[src/rtl/rot_pkg.sv]
// rot_pkg: shared definitions for the variable-amount rotate unit.
//   - rot_state_e : FSM states (IDLE, ROT, DONE)
//   - DEF_WIDTH / DEF_STEP : default data width and positions rotated per cycle
//   - amt_width() : width of a rotate amount for a given data width
package rot_pkg;

  localparam int DEF_WIDTH = 32;
  localparam int DEF_STEP  = 4;

  typedef enum logic [1:0] {
    IDLE = 2'd0,
    ROT  = 2'd1,
    DONE = 2'd2
  } rot_state_e;

  // Number of bits needed to hold an amount 0..width-1.
  function automatic int amt_width(input int width);
    return $clog2(width);
  endfunction

endpackage

[src/rtl/rotl_step.sv]
// rotl_step: combinational rotate of one word by a small amount.
// Optional feature macro: ROTL_DIR_SEL_EN (adds the dir input, 1 = rotate right).
// Ports:
//   d   : word to rotate
//   amt : rotate amount, 0..WIDTH (one bit wider than a normal amount)
//   dir : (ROTL_DIR_SEL_EN only) 0 = left, 1 = right
//   q   : rotated word
module rotl_step
  import rot_pkg::*;
#(
  parameter int WIDTH = DEF_WIDTH,
  parameter int AMT_W = amt_width(DEF_WIDTH) + 1
) (
  input  logic [WIDTH-1:0] d,
  input  logic [AMT_W-1:0] amt,
`ifdef ROTL_DIR_SEL_EN
  input  logic             dir,
`endif
  output logic [WIDTH-1:0] q
);

  localparam logic [AMT_W-1:0] W_V = AMT_W'(WIDTH);

  // A shift by WIDTH yields zero, so amt=0 needs no special case.
  function automatic logic [WIDTH-1:0] rotl_f(input logic [WIDTH-1:0] v,
                                              input logic [AMT_W-1:0] a);
    return (v << a) | (v >> (W_V - a));
  endfunction

`ifdef ROTL_DIR_SEL_EN
  function automatic logic [WIDTH-1:0] rotr_f(input logic [WIDTH-1:0] v,
                                              input logic [AMT_W-1:0] a);
    return (v >> a) | (v << (W_V - a));
  endfunction
`endif

  // Rotate the input word by the step amount in the selected direction.
  always_comb begin
    q = {WIDTH{1'b0}};
`ifdef ROTL_DIR_SEL_EN
    if (dir == 1'b1) begin
      q = rotr_f(d, amt);
    end else begin
      q = rotl_f(d, amt);
    end
`else
    q = rotl_f(d, amt);
`endif
  end

endmodule

[src/rtl/rotl_seq.sv]
// rotl_seq: multi-cycle variable-amount rotate unit (at most STEP positions
// per clock) with valid/ready handshakes on input and output.
// Optional feature macro: ROTL_DIR_SEL_EN (adds in_dir, 1 = rotate right).
// Ports:
//   clk, rst  : clock, asynchronous active-high reset
//   in_valid  : request present           in_ready  : idle, can accept
//   in_data   : word to rotate            in_amt    : amount 0..WIDTH-1
//   in_dir    : (ROTL_DIR_SEL_EN only) 0 = left, 1 = right
//   out_valid : result available          out_ready : consumer takes result
//   out_data  : work register (the result while out_valid is high)
module rotl_seq
  import rot_pkg::*;
#(
  parameter int WIDTH = DEF_WIDTH,
  parameter int STEP  = DEF_STEP
) (
  input  logic                         clk,
  input  logic                         rst,
  input  logic                         in_valid,
  output logic                         in_ready,
  input  logic [WIDTH-1:0]             in_data,
  input  logic [amt_width(WIDTH)-1:0]  in_amt,
`ifdef ROTL_DIR_SEL_EN
  input  logic                         in_dir,
`endif
  output logic                         out_valid,
  input  logic                         out_ready,
  output logic [WIDTH-1:0]             out_data
);

  localparam int AW = amt_width(WIDTH);
  // One extra bit so STEP == WIDTH is representable.
  localparam logic [AW:0] STEP_V = (AW + 1)'(STEP);

  rot_state_e       state_r;
  logic [WIDTH-1:0] work_r;
  logic [AW-1:0]    rem_r;
  logic             in_ready_r;
  logic             out_valid_r;
  logic [AW:0]      rem_ext_s;
  logic [AW:0]      step_amt_s;
  logic             last_step_s;
  logic [WIDTH-1:0] rot_s;
`ifdef ROTL_DIR_SEL_EN
  logic             dir_r;
`endif

  // Per-cycle rotate amount: min(rem, STEP); last step when rem fits in one.
  always_comb begin
    rem_ext_s   = {1'b0, rem_r};
    step_amt_s  = rem_ext_s;
    last_step_s = 1'b0;
    if (rem_ext_s > STEP_V) begin
      step_amt_s  = STEP_V;
      last_step_s = 1'b0;
    end else begin
      step_amt_s  = rem_ext_s;
      last_step_s = 1'b1;
    end
  end

  rotl_step #(
    .WIDTH (WIDTH),
    .AMT_W (AW + 1)
  ) u_step (
    .d   (work_r),
    .amt (step_amt_s),
`ifdef ROTL_DIR_SEL_EN
    .dir (dir_r),
`endif
    .q   (rot_s)
  );

  // Control FSM, work register, remaining-amount counter and handshake flags.
  always_ff @(posedge clk or posedge rst) begin
    if (rst) begin
      state_r     <= IDLE;
      work_r      <= {WIDTH{1'b0}};
      rem_r       <= {AW{1'b0}};
      in_ready_r  <= 1'b1;
      out_valid_r <= 1'b0;
`ifdef ROTL_DIR_SEL_EN
      dir_r       <= 1'b0;
`endif
    end else begin
      case (state_r)
        IDLE: begin
          if (in_valid) begin
            work_r     <= in_data;
            rem_r      <= in_amt;
`ifdef ROTL_DIR_SEL_EN
            dir_r      <= in_dir;
`endif
            in_ready_r <= 1'b0;
            state_r    <= ROT;
          end
        end
        ROT: begin
          // At least one ROT edge always happens, even for amt=0.
          work_r <= rot_s;
          rem_r  <= rem_r - step_amt_s[AW-1:0];
          if (last_step_s) begin
            out_valid_r <= 1'b1;
            state_r     <= DONE;
          end
        end
        DONE: begin
          if (out_ready) begin
            out_valid_r <= 1'b0;
            in_ready_r  <= 1'b1;
            state_r     <= IDLE;
          end
        end
        default: begin
          out_valid_r <= 1'b0;
          in_ready_r  <= 1'b1;
          state_r     <= IDLE;
        end
      endcase
    end
  end

  assign in_ready  = in_ready_r;
  assign out_valid = out_valid_r;
  assign out_data  = work_r;

endmodule

[config.mk]
export PLATFORM = sky130hd
export DESIGN_NAME = rotl_seq
export DESIGN_NICKNAME = d
export VERILOG_FILES = /design/src/rtl/rot_pkg.sv /design/src/rtl/rotl_step.sv /design/src/rtl/rotl_seq.sv
export SDC_FILE = /design/constraint.sdc
export NUM_CORES = 1
export LEC_CHECK = 0
export ABC_CLOCK_PERIOD_IN_PS = 4300
export BUFFER_PORTS_ARGS = -buffer_cell sky130_fd_sc_hd__buf_4
export CAP_MARGIN = 30
export CELL_PAD_IN_SITES_DETAIL_PLACEMENT = 2
export CELL_PAD_IN_SITES_GLOBAL_PLACEMENT = 2
export CORE_UTILIZATION = 33
export DETAILED_ROUTE_END_ITERATION = 10
export PLACE_DENSITY = 0.86
export SYNTH_ARGS = -nofsm -noshare
export SYNTH_HDL_FRONTEND = slang
export SYNTH_SLANG_ARGS = --single-unit
[constraint.sdc]
create_clock -name clk -period 4.3 [get_ports clk]
set_input_delay 0 -clock clk [delete_from_list [all_inputs] [get_ports clk]]
set_output_delay 0 -clock clk [all_outputs]
set_load 0.05 [all_outputs]
==> metrics.md, run 1 <==
| Metric | Value |
|---|---|
| Die Footprint | 12900 sq um |
| Synth top area cells | dfrtp_1, mux2i_1, mux4_2 |
| HP Start | in_data[21] |
| CP endpoint kind | flip-flop |
| Initial antenna violation count | 0 |
| FF+latch count, synth | 41 |
| PortBufs | 74 |
| Drt first pass iters | 5 |
| Clock skew | 0.00796 ns |
| EDFF count, synth | 0 |
| Aggregate global-route resource usage | 29.7% |
| Max-Cap Viols | 0 |
| Max FO, Critical Path | 24 |
| Final hold violations | 1 |
| Max Clock Freq | 0.266 GHz |
| Remaining antenna violation count after routing | 0 |
| Synth async-reset ratio | 100% |
| Core Rows | 40 |
| Setup violators final | 0 |
| Leakage power | 0.00219 uW |
| Hold Slack | -0.00149 ns |
| Final nets | 605 |
| TritonCTS clock tree | built |
| Cell taking the most area after synthesis | dfrtp_1 |
| RSZ-0062 raised after global routing | no |
| Synth cell count leaders | nand2_1, mux2i_1, dfrtp_1 |
| Routed WL per cell | 25.3 um |
| WL met3 | 1170 um |
| Chip height | 113 um |
| Iteration-0 DRC count of the detailed router | 383 |
| Cell with the most instances after synthesis | nand2_1 |
| Post-CTS Resized | 0 |
| Comb pwr share | 68.6% |
| Setup ws final | 0.546 ns |
| Clock power share | 8.9% |
| Largest net degree at the start of global routing | 42 |
| First-pass GRT wire length | 29000 um |
| DR vias | 4509 |
| HPWL Detailed | 13000 um |
| Clock slew at reported path FFs | 0.07 ns |
| Hold Path Class | primary input to flip-flop |
| Hold EP | out_data[21] |
| R2r worst-path depth | 9 |
| ANT cells | 0 |
| Sequential fraction of the synthesis area | 25.1% |
| Actual slew at the worst max-slew pin | 0.880 ns |
| Top Metal Used | met4 |
| Element type at the critical path start | flip-flop |
| Fillers | 1389 |
| Gpl congestion | 0.986 |
| Violated checks | negative hold slack |
| Mapped Nets | 548 |
| Reg2Reg Setup Slack | 0.55 ns |
| M1 WL | 7990 um |
| Total wire length | 18500 um |
| # DRC | 0 |
| PD cells | 1020 nW/um^2 |
| Mapped Area | 4090 sq um |
| Post-place setup slack | 0.707 ns |
| Layout Cells excl Fill | 731 |
| Initial core utilization | 33.9% |
| H-tree levels | 2 |
| Hold-fix buffers, CTS | 11 |
| DR WL met2 | 8920 um |
| Top cell type's share of synthesized area | 24.4% |
| Share of cells above drive strength 1 | 23.1% |
| Status | finished, violations left |
| Worst IR Drop VDD | 0.310 mV |
| Tmin final | 3.75 ns |
| Clock Tree Buf Depth | 2 |
| Placed cell count | 712 |
| Top_reg_cell synth | dfrtp_1 |
| Fin. max-slew vios | 0 |
| Switching Share | 58.0% |
| Slew HR | 40.9% |
| Total congestion overflow | 0 |
| Worst-Skew Late Latency | 0.30 ns |
| Sw Pwr | 3000 uW |
| CTS Sinks | 41 |
| Setup bufs post-CTS | 0 |
| CTS Buf Count | 5 |
| CP Class | flip-flop to flip-flop |
| Crit share post-route | 87.3% |
| Setup TNS | 0 ns |
| Die W | 113 um |
| Critical Path RT | 4.47 ns |
| Worst Path Arrival | 3.92 ns |
| Avg Synthesized Cell Area | 8.11 sq um |
| Sequential power share | 22.5% |
| FF-to-FF Start | rem_r[2] |
| Pint | 2170 uW |
| Worst hold stages | 3 |
| FF-to-FF End | out_data[4] |
| Synth unique cells | 61 |
| I/O pin total | 75 |
| Core ar. | 12100 sq um |
| Ys Warns | 0 |
| Post-Synthesis Cells | 505 |
| Synth-to-Final Area Change | 23.2% |
| Root Buffer | clkbuf_16 |
| Vias in the first global route | 4816 |
| Vias/cell | 6.17 |
-- flip-flops by register name (all words and copies together) (netlist names) --
| register | flops |
|---|---|
| rem_r | 5 |
| state_r | 2 |
| out_valid | 1 |
| out_data | 32 |
| in_ready | 1 |
-- stage by stage --
step	util (%)	area, sq um	total power, uW
final	41.8	5040	5170
after global placement	39.5	4760	4470
after CTS	41.8	5040	5120
after detailed placement	39.5	4760	4620
after floorplan	-	4090	3450
after global routing	41.8	5040	5430
-- power groups by stage --
stage	sequential [uW]	combinational [uW]	clock (uW)
after CTS	1150	3510	464
after global placement	1130	3350	0
after floorplan	1390	2050	0
after global routing	1190	3770	476
after detailed placement	1150	3470	0
final	1160	3540	458
-- cells by family after synthesis --
kind of cell | after synthesis | share of synthesized area (%)
and+or+nand+nor | 186 | 21.3
AOI/OAI and AO/OA | 138 | 21.9
muxes | 75 | 24.6
buffers and inverters | 62 | 6.45
DFF | 41 | 25.1
adders and majority gates | 2 | 0.611
other | 1 | 0.0916
-- how the worst max path moves through the flow --
stage / start / slack [ns] / end / cells after the start
after floorplan: rem_r[4] / 0.76 / out_data[9] / 14
after global placement: rem_r[2] / 0.72 / out_data[4] / 9
after detailed placement: rem_r[2] / 0.71 / out_data[4] / 9
after CTS: rem_r[2] / 0.62 / out_data[4] / 9
after global routing: rem_r[2] / 0.33 / out_data[4] / 9
final: rem_r[2] / 0.55 / out_data[4] / 9
-- area by class of cell --
class	instances	area [sq um]	share of cell area, %
Clock buffer	5	125	2.48
Clock inverter	3	46.3	0.918
Inverter	12	45.0	0.893
Multi-Input combinational cell	402	2810	55.7
Sequential cell	41	1030	20.4
Tap cell	168	210	4.17
Timing Repair Buffer	100	778	15.4
-- layer usage --
metal	vias up	GRT usage, %
li1	1991	-
met1	2302	39.9
met2	185	48.7
met3	31	4.94
met4	0	9.47
met5	-	0
-- critical path: stages, from the launching register on --
cell	delay, ns
dfrtp_1	0.57
nor4b_4	0.35
buf_4	0.24
inv_1	0.09
ha_1	0.28
buf_4	0.22
clkinv_1	0.74
mux4_2	0.76
a311oi_1	0.30
nor3_1	0.07
-- layout by cell type (no fill, tap or decap), types with 11 or more instances in the layout --
cell,n
and3_1,11
nand3_1,16
nand2_1,96
dlygate4sd3_1,11
a21oi_1,30
o21ai_0,23
a31oi_1,22
buf_4,89
nor2_1,27
mux2i_1,50
mux4_2,20
dfrtp_1,40
No activity file was read; power rests on OpenSTA's default activity.
==> run 2, diff against run 1 <==
- PLACE_DENSITY: 0.86 -> 0.92
==> run 2 against run 1 <==
  * The flow still finishes with violations (negative hold slack)
  * Worst hold slack about the same
  * Routed wire length shrank 0.42%
  * Final area up 0.40%
  * Combinational power about the same
  * Clock-buffer cell count did not move
  * Worst setup slack improved by 0.12 ns
  * Final cell count increased by 0.27%
  * Fmax increased by 3.3%
==> metrics.md, run 2 (synthesized netlist as in run 1, its figures left out) <==
| Metric | Value |
|---|---|
| CP startpoint | rem_r[2] |
| Worst-Skew Late Latency | 0.30 ns (about the same) |
| Synth-to-Final Area Change | 23.7% |
| Largest register FFs | 32 (unchanged) |
| Die W | 113 um (unchanged) |
| Sequential power share | 22.1% (-0.4 points) |
| Hold Path Class | primary input to flip-flop |
| Setup bufs post-CTS | 0 (unchanged) |
| TritonCTS clock tree | built |
| Status | finished, violations left |
| Total congestion overflow | 0 (unchanged) |
| Crit path max-delay cell type | dfrtp_1 |
| Worst Path Arrival | 3.85 ns (-0.07 ns) |
| FF-to-FF Start | rem_r[2] |
| Comb pwr share | 68.9% (+0.3 points) |
| Max-Cap Viols | 0 (unchanged) |
| CTS Sinks | 41 (unchanged) |
| Leakage power | 0.00220 uW (+0.37%) |
| Root Buffer | clkbuf_16 |
| Max Clock Freq | 0.275 GHz (+3.3%) |
| Critical Path RT | 4.52 ns (+0.05 ns) |
| Clock Tree Buf Depth | 2 (unchanged) |
| Switching Share | 58.1% (+0.14 points) |
| Chip height | 113 um (unchanged) |
| Core ar. | 12100 sq um (unchanged) |
| Violated checks | negative hold slack |
| Core Util, Final | 42.0% (+0.17 points) |
| Max FO, Critical Path | 14 (-42%) |
| Worst IR Drop VDD | 0.298 mV (-4.0%) |
| Remaining antenna violation count after routing | 0 (unchanged) |
| H-tree levels | 2 (unchanged) |
| Post-CTS Resized | 0 (unchanged) |
| Crit share post-route | 84.5% (-2.8 points) |
| Fin. max-slew vios | 0 (unchanged) |
| Gpl congestion | 0.964 (-2.2%) |
| Initial core utilization | 33.9% (unchanged) |
| Commonest cells after routing, fill and taps aside | nand2_1, buf_4, mux2i_1, dfrtp_1, a21oi_1 |
| Placed cell count | 712 (unchanged) |
| Layout Cells excl Fill | 733 (+0.27%) |
| Initial antenna violation count | 0 (unchanged) |
| Clock skew | 0.00701 ns (-0.000955 ns) |
| Tmin final | 3.64 ns (-0.119 ns) |
| Final nets | 607 (+0.33%) |
| ANT cells | 0 (unchanged) |
| PD cells | 1020 nW/um^2 (-0.12%) |
| DR vias | 4544 (+0.78%) |
| Hold-fix buffers, CTS | 13 (+2) |
| Slew HR | 33.8% (-7.2 points) |
| First-pass GRT wire length | 28900 um (-0.29%) |
| # DRC | 0 (unchanged) |
| Vias in the first global route | 4880 (+1.3%) |
| Aggregate global-route resource usage | 29.6% (-0.11 points) |
| Vias/cell | 6.20 (+0.50%) |
| Pint | 2170 uW (about the same) |
| Fin area | 5060 sq um (+0.40%) |
| Die Footprint | 12900 sq um (unchanged) |
| HPWL Detailed | 12700 um (-2.1%) |
| Core Rows | 40 (unchanged) |
| CTS Buf Count | 5 (unchanged) |
| Share of cells above drive strength 1 | 23.0% (-0.082 points) |
| Placed Area | 4760 sq um (unchanged) |
| Largest stage delay on the critical path | 0.59 ns (-0.17 ns) |
| Commonest non-fill, non-tap cell in the layout | nand2_1 |
| CP cell instances | nor4b_4 -> buf_4 -> inv_1 -> ha_1 -> nor4_1 -> or2_1 -> mux4_2 -> or4_1 -> o2111ai_1 |
| Final hold violations | 1 (unchanged) |
| I/O pin total | 75 (unchanged) |
| Total wire length | 18400 um (-0.42%) |
| Hold Slack | -0.00198 ns (-0.000483 ns) |
| Drt first pass iters | 5 (unchanged) |
| Setup TNS | 0 ns (unchanged) |
| HP Start | in_data[21] |
| RSZ-0062 raised after global routing | no |
| Routed WL per cell | 25.1 um (-0.69%) |
| CP Class | flip-flop to flip-flop |
| CP endpoint kind | flip-flop |
| PortBufs | 74 (unchanged) |
| Element type at the critical path start | flip-flop |
| Setup violators final | 0 (unchanged) |
| CP bufs+invs | 2 (-2) |
| Clock power share | 9.0% (about the same) |
| Actual slew at the worst max-slew pin | 0.994 ns (+0.113 ns) |
| Clock slew at reported path FFs | 0.07 ns (about the same) |
| Iteration-0 DRC count of the detailed router | 393 (+2.6%) |
| Crit path max-delay family | simple AND/OR/NAND/NOR gates |
| Sw Pwr | 3010 uW (+0.52%) |
| Largest net degree at the start of global routing | 42 (unchanged) |
-- run 2: final cells by class --
| type | count | area (sq um) |
|---|---|---|
| inverters | 12 | 45.0 |
| clock inverters | 3 | 46.3 |
| repair buffers | 102 | 798 |
| multi-input cells | 402 | 2810 |
| clock buffers | 5 | 125 |
| fillers | 1358 | 7000 |
| flip-flops and latches | 41 | 1030 |
| well taps | 168 | 210 |
-- run 2: through the flow --
step	power [uW]	worst slack, ns
after floorplan	3450	0.765
after global placement	4460	0.912
after detailed placement	4610	0.828
after CTS	5120	0.767
after global routing	5450	0.520
final	5180	0.664
-- run 2: worst min-delay path: stages --
cell and delay [ns]:
buf_4 0.11, nand2_1 0.05, a32oi_1 0.09
-- run 2: power groups by stage --
stage               Sequential (uW)  Clock (uW)  Combinational, uW
floorplan                      1390           0               2050
global placement               1110           0               3350
detailed placement             1130           0               3480
CTS                            1120         470               3530
global route                   1170         487               3790
finish                         1140         467               3570
-- run 2: worst paths after layout --
kind | to | slack, ns | cells after the start
setup / recovery | out_data[9] | 0.66 | 9
hold / removal | out_data[21] | -0.002 | 3
setup reg to reg | out_data[9] | 0.66 | 9
hold reg to reg | out_valid | 0.51 | 1
max in group asynchronous | out_data[27] | 3.44 | 4
min in group asynchronous | state_r[0] | 0.43 | 4
-- run 2: layer usage --
layer  global-route usage, %  vias to the layer above  share of wire, %
li1                        -                     1995                 -
met1                    39.3                     2313                43
met2                    48.5                      211                48
met3                    4.99                       25               6.8
met4                    10.4                        0               2.0
met5                       0                        -                 0
